File: src/rtl/fxp_dot_engine_if.sv
// rtl/fxp_dot_engine_if.sv - job control, input beat and result stream bundle for fxp_dot_engine
interface fxp_dot_engine_if #(
   parameter int DATA_W = 16,
   parameter int LANES  = 4,
   parameter int MAX_K  = 256
);
   localparam int LEN_W = $clog2(MAX_K + 1);

   logic                    start;
   logic [LEN_W-1:0]        cfg_len;
   logic                    busy;
   logic                    in_valid;
   logic                    in_ready;
   logic [LANES*DATA_W-1:0] in_a;
   logic [LANES*DATA_W-1:0] in_b;
   logic                    out_valid;
   logic                    out_ready;
   logic [DATA_W-1:0]       out_data;
   logic                    out_sat;

   modport master (
      output start, cfg_len, in_valid, in_a, in_b, out_ready,
      input  busy, in_ready, out_valid, out_data, out_sat
   );

   modport slave (
      input  start, cfg_len, in_valid, in_a, in_b, out_ready,
      output busy, in_ready, out_valid, out_data, out_sat
   );
endinterface

File: src/rtl/fxp_dot_engine.sv
// rtl/fxp_dot_engine.sv - signed fixed-point dot-product engine; FXP_SAT_EN enables output clamping
module fxp_dot_engine #(
   parameter int DATA_W = 16,
   parameter int FRAC_W = 8,
   parameter int LANES  = 4,
   parameter int ACC_W  = 32,
   parameter int MAX_K  = 256
) (
   input logic               clk,
   input logic               rst_n,
   fxp_dot_engine_if.slave   bus
);
   localparam int LEN_W = $clog2(MAX_K + 1);

   typedef enum logic [1:0] {IDLE, ACCUM, DRAIN, OUT} state_t;

   state_t                   state, state_nx;
   logic [LEN_W-1:0]         len_q;
   logic [LEN_W-1:0]         cnt_q;
   logic signed [2*DATA_W-1:0] full_prod [LANES];
   logic signed [ACC_W-1:0]  prod_nx [LANES];
   logic signed [ACC_W-1:0]  prod_q [LANES];
   logic                     s1_valid;
   logic                     s2_valid;
   logic signed [ACC_W-1:0]  lane_sum;
   logic signed [ACC_W-1:0]  acc_q;
   logic [DATA_W-1:0]        res_data;
   logic                     res_sat;
   logic [DATA_W-1:0]        out_data_q;
   logic                     out_sat_q;
   logic                     job_start;
   logic                     take_beat;
   logic                     last_beat;

   assign job_start = (state == IDLE) && bus.start;
   assign take_beat = (state == ACCUM) && bus.in_valid;
   assign last_beat = take_beat && ((cnt_q + LEN_W'(1)) == len_q);

   assign bus.busy      = (state != IDLE);
   assign bus.in_ready  = (state == ACCUM);
   assign bus.out_valid = (state == OUT);
   assign bus.out_data  = out_data_q;
   assign bus.out_sat   = out_sat_q;

   // State register; reset aborts any job in flight.
   always_ff @(posedge clk or negedge rst_n) begin
      if (!rst_n) begin
         state <= IDLE;
      end else begin
         state <= state_nx;
      end
   end

   // Next-state: zero-length jobs skip straight to OUT; DRAIN waits for the pipeline to empty.
   always_comb begin
      state_nx = state;
      case (state)
         IDLE: begin
            if (bus.start) begin
               state_nx = (bus.cfg_len == '0) ? OUT : ACCUM;
            end
         end
         ACCUM: begin
            if (last_beat) begin
               state_nx = DRAIN;
            end
         end
         DRAIN: begin
            if (!s1_valid && !s2_valid) begin
               state_nx = OUT;
            end
         end
         OUT: begin
            if (bus.out_ready) begin
               state_nx = IDLE;
            end
         end
         default: state_nx = IDLE;
      endcase
   end

   // Job length latch and beat counter.
   always_ff @(posedge clk or negedge rst_n) begin
      if (!rst_n) begin
         len_q <= '0;
         cnt_q <= '0;
      end else if (job_start) begin
         len_q <= bus.cfg_len;
         cnt_q <= '0;
      end else if (take_beat) begin
         cnt_q <= cnt_q + LEN_W'(1);
      end
   end

   // Per-lane product, floored to the binary point and resized to the accumulator width.
   always_comb begin
      for (int i = 0; i < LANES; i++) begin
         full_prod[i] = $signed(bus.in_a[i*DATA_W +: DATA_W]) * $signed(bus.in_b[i*DATA_W +: DATA_W]);
         prod_nx[i]   = ACC_W'(full_prod[i] >>> FRAC_W);
      end
   end

   // S1: register lane products; valid bits track which stages hold live data.
   always_ff @(posedge clk or negedge rst_n) begin
      if (!rst_n) begin
         s1_valid <= 1'b0;
         s2_valid <= 1'b0;
         for (int i = 0; i < LANES; i++) begin
            prod_q[i] <= '0;
         end
      end else begin
         s1_valid <= take_beat;
         s2_valid <= s1_valid;
         if (take_beat) begin
            for (int i = 0; i < LANES; i++) begin
               prod_q[i] <= prod_nx[i];
            end
         end
      end
   end

   // Adder tree over the registered lane products.
   always_comb begin
      lane_sum = '0;
      for (int i = 0; i < LANES; i++) begin
         lane_sum = lane_sum + prod_q[i];
      end
   end

   // S2: accumulate, wrapping modulo 2^ACC_W; cleared at the start of each job.
   always_ff @(posedge clk or negedge rst_n) begin
      if (!rst_n) begin
         acc_q <= '0;
      end else if (job_start) begin
         acc_q <= '0;
      end else if (s1_valid) begin
         acc_q <= acc_q + lane_sum;
      end
   end

`ifdef FXP_SAT_EN
   localparam logic signed [ACC_W-1:0] SAT_MAX = {{(ACC_W-DATA_W+1){1'b0}}, {(DATA_W-1){1'b1}}};
   localparam logic signed [ACC_W-1:0] SAT_MIN = {{(ACC_W-DATA_W+1){1'b1}}, {(DATA_W-1){1'b0}}};

   // Clamp the final accumulator into the representable output range.
   always_comb begin
      res_data = acc_q[DATA_W-1:0];
      res_sat  = 1'b0;
      if (acc_q > SAT_MAX) begin
         res_data = SAT_MAX[DATA_W-1:0];
         res_sat  = 1'b1;
      end else if (acc_q < SAT_MIN) begin
         res_data = SAT_MIN[DATA_W-1:0];
         res_sat  = 1'b1;
      end
   end
`else
   // Plain truncation: low DATA_W bits equal wrap-around accumulation at output width.
   always_comb begin
      res_data = acc_q[DATA_W-1:0];
      res_sat  = 1'b0;
   end
`endif

   // Result register: loaded on entry to OUT and held stable until consumed.
   always_ff @(posedge clk or negedge rst_n) begin
      if (!rst_n) begin
         out_data_q <= '0;
         out_sat_q  <= 1'b0;
      end else if (job_start && (bus.cfg_len == '0)) begin
         out_data_q <= '0;
         out_sat_q  <= 1'b0;
      end else if ((state == DRAIN) && (state_nx == OUT)) begin
         out_data_q <= res_data;
         out_sat_q  <= res_sat;
      end
   end
endmodule

File: src/flat_wrapper.sv
// flat-port wrapper written by rule: the top's interface ports become plain ports
module fxp_dot_engine_flat 
#(
   parameter int DATA_W = 16,
   parameter int FRAC_W = 8,
   parameter int LANES  = 4,
   parameter int ACC_W  = 32,
   parameter int MAX_K  = 256
)
  (clk, rst_n, bus_start, bus_cfg_len, bus_in_valid, bus_in_a, bus_in_b, bus_out_ready, bus_busy, bus_in_ready, bus_out_valid, bus_out_data, bus_out_sat);
  fxp_dot_engine_if #(.DATA_W(DATA_W), .LANES(LANES), .MAX_K(MAX_K)) bus_i ();
  input logic clk;
  input logic rst_n;
  input wire logic [$bits(bus_i.start)-1:0] bus_start;
  input wire logic [$bits(bus_i.cfg_len)-1:0] bus_cfg_len;
  input wire logic [$bits(bus_i.in_valid)-1:0] bus_in_valid;
  input wire logic [$bits(bus_i.in_a)-1:0] bus_in_a;
  input wire logic [$bits(bus_i.in_b)-1:0] bus_in_b;
  input wire logic [$bits(bus_i.out_ready)-1:0] bus_out_ready;
  output wire logic [$bits(bus_i.busy)-1:0] bus_busy;
  output wire logic [$bits(bus_i.in_ready)-1:0] bus_in_ready;
  output wire logic [$bits(bus_i.out_valid)-1:0] bus_out_valid;
  output wire logic [$bits(bus_i.out_data)-1:0] bus_out_data;
  output wire logic [$bits(bus_i.out_sat)-1:0] bus_out_sat;
  assign bus_i.start = bus_start;
  assign bus_i.cfg_len = bus_cfg_len;
  assign bus_i.in_valid = bus_in_valid;
  assign bus_i.in_a = bus_in_a;
  assign bus_i.in_b = bus_in_b;
  assign bus_i.out_ready = bus_out_ready;
  assign bus_busy = bus_i.busy;
  assign bus_in_ready = bus_i.in_ready;
  assign bus_out_valid = bus_i.out_valid;
  assign bus_out_data = bus_i.out_data;
  assign bus_out_sat = bus_i.out_sat;
  fxp_dot_engine #(.DATA_W(DATA_W), .FRAC_W(FRAC_W), .LANES(LANES), .ACC_W(ACC_W), .MAX_K(MAX_K)) u_core (.clk(clk), .rst_n(rst_n), .bus(bus_i));
endmodule
File: config.mk
export PLATFORM = sky130hd
export DESIGN_NAME = fxp_dot_engine_flat
export DESIGN_NICKNAME = d
export VERILOG_FILES = /design/src/rtl/fxp_dot_engine_if.sv /design/src/rtl/fxp_dot_engine.sv /design/src/flat_wrapper.sv
export SDC_FILE = /design/constraint.sdc
export NUM_CORES = 2
export LEC_CHECK = 0
export ABC_AREA = 0
export ABC_CLOCK_PERIOD_IN_PS = 5800
export BUFFER_PORTS_ARGS = -buffer_cell sky130_fd_sc_hd__buf_2
export CAP_MARGIN = 5
export CORE_MARGIN = 3
export CORE_UTILIZATION = 66
export CTS_CLUSTER_SIZE = 12
export DETAILED_ROUTE_END_ITERATION = 16
export PLACE_DENSITY = 0.82
export SLEW_MARGIN = 10
export SYNTH_ARGS = -nofsm -noshare
export SYNTH_HDL_FRONTEND = slang
export SYNTH_SLANG_ARGS = --single-unit
File: constraint.sdc
create_clock -name clk -period 5.8 [get_ports clk]
set_input_delay 1.16 -clock clk [delete_from_list [all_inputs] [get_ports clk]]
set_output_delay 1.16 -clock clk [all_outputs]
set_load 0.005 [all_outputs]
==> results.sh <==
export IMPL_dr_first_iter_drc_count=2034
export IMPL_final_cell_count_no_fill=5190
export IMPL_ys_seq_area_share_pct=8.21
export IMPL_rsz0062_at_grt="true"
export IMPL_max_freq_mhz=162
export IMPL_setup_viol=30
export IMPL_synth_ff_type="dfrtp_1"
export IMPL_drive_gt1_share_pct=20.7
export IMPL_clk_latency_ns=0.42
export IMPL_diodes=0
export IMPL_start_util_pct=67.5
export IMPL_end_kind="register"
export IMPL_wl_met2_um=48000
export IMPL_io_pin_count=162
export IMPL_yosysTopAreaCell="fa_1"
export IMPL_gp_congestion=0.910
export IMPL_hpwlAfterDp_um=72800
export IMPL_path_cells="buf_6, buf_8, nand2_2, fa_1, inv_1, fa_1, inv_1, fa_1, inv_1, fa_1, fa_1, inv_1, fa_1, inv_2, ha_4, a21oi_2, o21ai_4, a21oi_4, a21oi_4, or2_4, a211oi_2, o22ai_1"
export IMPL_io_buffers=160
export IMPL_vias_per_cell=5.51
export IMPL_die_h_um=239
export IMPL_fill_cells=3176
export IMPL_fin_skew_ns=0.00777
export IMPL_wl_met3_um=5130
export IMPL_synth_top_cells_by_count="1030 x inv_1, 776 x fa_1, 550 x nand2_1"
export IMPL_hold_class="register to register"
export IMPL_die_w_um=239
export IMPL_path_max_fanout=10
export IMPL_antenna_left=0
export IMPL_m1WireLength_um=32700
export IMPL_synthesis_instances=4012
export IMPL_drv_slew=0
export IMPL_num_rows=84
export IMPL_status="finished with violations"
export IMPL_syn_area_um2=36000
export IMPL_drc_errors=0
export IMPL_place_inst=5118
export IMPL_cts_sink_count=118
export IMPL_violations="negative setup slack"
export IMPL_core_area_um2=53300
export IMPL_clock_root_buffer="clkbuf_16"
export IMPL_synthTopCellsByArea="fa_1 43%, ha_1 11%, inv_1 11%, dfrtp_1 8.2%, and2_1 7.2%"
export IMPL_cts_max_level=4
export IMPL_dieArea_um2=57300
export IMPL_finalSetupTns_ns=-5.78
export IMPL_nNetsFinal=5716
export IMPL_finalWorstPathRequiredPeriod_ns=6.19
export IMPL_yosysUniqueCellTypes=62
export IMPL_yosys_warnings=0
export IMPL_cts_buffer_depth=2
export IMPL_setup_slack_ns=-0.390
export IMPL_grt_antenna_before_repair=0
export IMPL_grt_pass1_wl_um=148000
export IMPL_critPathArrivalTime_ns=6.48
export IMPL_cp_num_buf_inv=7
export IMPL_cpMaxStageDelayCell="fa_1"
export IMPL_syn_area_per_cell_um2=8.97
export IMPL_cts_tree="yes"
export IMPL_gr_total_overflow=0
export IMPL_syn2layout_area_growth_pct=19.3
export IMPL_top_layer_used="met4"
export IMPL_maxSlewHeadroom_pct=24.7
export IMPL_fin_crit_sh_pct=107
export IMPL_grt_max_degree=116
export IMPL_worst_pin_slew_ns=1.13
export IMPL_hold_viol=0
export IMPL_cap_violations=0
export IMPL_routed_wl_um=91400
export IMPL_globalRouteTotalUtil_pct=32.5
export IMPL_synth_edf_count=0
export IMPL_crit_top_cell="fa_1"
export IMPL_numCtsBuffers=17
export IMPL_crit_type="input pin to register"
export IMPL_synthArstFlopShare_pct=100
export IMPL_first_pass_iters=7
export IMPL_synth_seq_cells=118
export IMPL_required_ns=6.09
export IMPL_cpPeakStageDelay_ns=0.56
export IMPL_fin_hold_ws_ns=0.499
export IMPL_yosysMostFrequentCell="inv_1"
export IMPL_yosysTopAreaCellShare_pct=43.2
export IMPL_r2r_slack_ns=0.19
export IMPL_synth_fp_nets=5239
export IMPL_grt_pass1_vias=31600
export IMPL_clkSlewWorstSetupHoldPaths_ns=0.06
export IMPL_wire_per_inst_um=17.6
export IMPL_crit_family="adder cells"
export IMPL_utilization_pct=80.5
export IMPL_critPathLaunchType="input pin"
export IMPL_via_count=28600
## per-stage QoR
stage | worst slack, ns | instance area (um2)
2_1_floorplan | -0.529 | 36800
6_report | -0.390 | 42900
5_1_grt | -0.648 | 42900
4_1_cts | -0.290 | 42200
3_3_place_gp | -0.646 | 40700
3_5_place_dp | -0.804 | 40700
## logic make-up after synthesis
| group | synth area share (%) |
|---|---|
| DFF | 8.21 |
| AOI/OAI and AO/OA | 4.68 |
| adders and majority gates | 53.9 |
| other | 0.0104 |
| xor gates and xnor gates | 4.48 |
| buffers and inverters | 12.4 |
| muxes | 0.675 |
| and+or+nand+nor | 15.6 |
## flip-flops by register name (all words and copies together), names as in the netlist
register             cells
u_core.len_q             9
u_core.bus.out_data     16
u_core.s2_valid          1
u_core.cnt_q             9
u_core.state             2
u_core.s1_valid          1
u_core.prod_q           64
u_core.acc_q            16
## final timing paths
check	to	cells after the start	start
setup / recovery	u_core.prod_q[13]	22	bus_in_a[54]
hold / removal	u_core.bus.out_data[8]	1	u_core.bus.out_data[8]
setup reg to reg	u_core.acc_q[15]	20	u_core.prod_q[66]
hold reg to reg	u_core.bus.out_data[8]	1	u_core.bus.out_data[8]
max in group asynchronous	u_core.cnt_q[7]	2	rst_n
min in group asynchronous	u_core.state[0]	1	rst_n
## per-layer routing
layer | vias to the layer above | track usage [%]
li1 | 12700 | -
met2 | 1150 | 58.5
met3 | 414 | 3.36
met1 | 14400 | 38.9
met5 | - | 0
met4 | 0 | 16.3
## area by class of cell
class | count | area, um2 | share of cell area [%]
clock buffers | 20 | 457 | 1.06
clock inverters | 12 | 200 | 0.467
inverters | 1030 | 3870 | 9.01
multi-input cells | 2706 | 29700 | 69.3
flip-flops and latches | 118 | 2950 | 6.88
well taps | 688 | 861 | 2.01
repair buffers | 616 | 4820 | 11.2
## placed cells by master, fill, tap and decap left out, drive strengths merged, types with 5 or more instances in the layout
cell,Yosys,routed
nand2,550,550
o31ai,12,12
a21oi,51,51
o21ai,88,88
nand3,19,19
mux2,10,10
nor2b,10,10
o2111ai,5,5
nand4,8,8
a31oi,8,8
and3,7,7
o211ai,6,6
inv,1030,1030
ha,309,309
bufinv,0,5
nor3,22,22
a22o,18,18
xor2,57,57
clkbuf,155,32
o21a,19,19
a211oi,7,7
dfrtp,118,118
mux2i,13,13
buf,3,604
and2,417,417
nand2b,22,22
nor2,75,75
fa,776,776
a21o,19,19
xnor2,127,127
## what timing repair did
action	4_1_cts	5_1_grt
gates cloned	0	1
pin swaps	92	103
endpoints found under the setup margin	36	46
buffers inserted	21	20
resized for setup	190	186
hold buffers	0	0
Power is not shown: default switching activity piles up to over one toggle a cycle in this logic, so the estimate is an artifact.
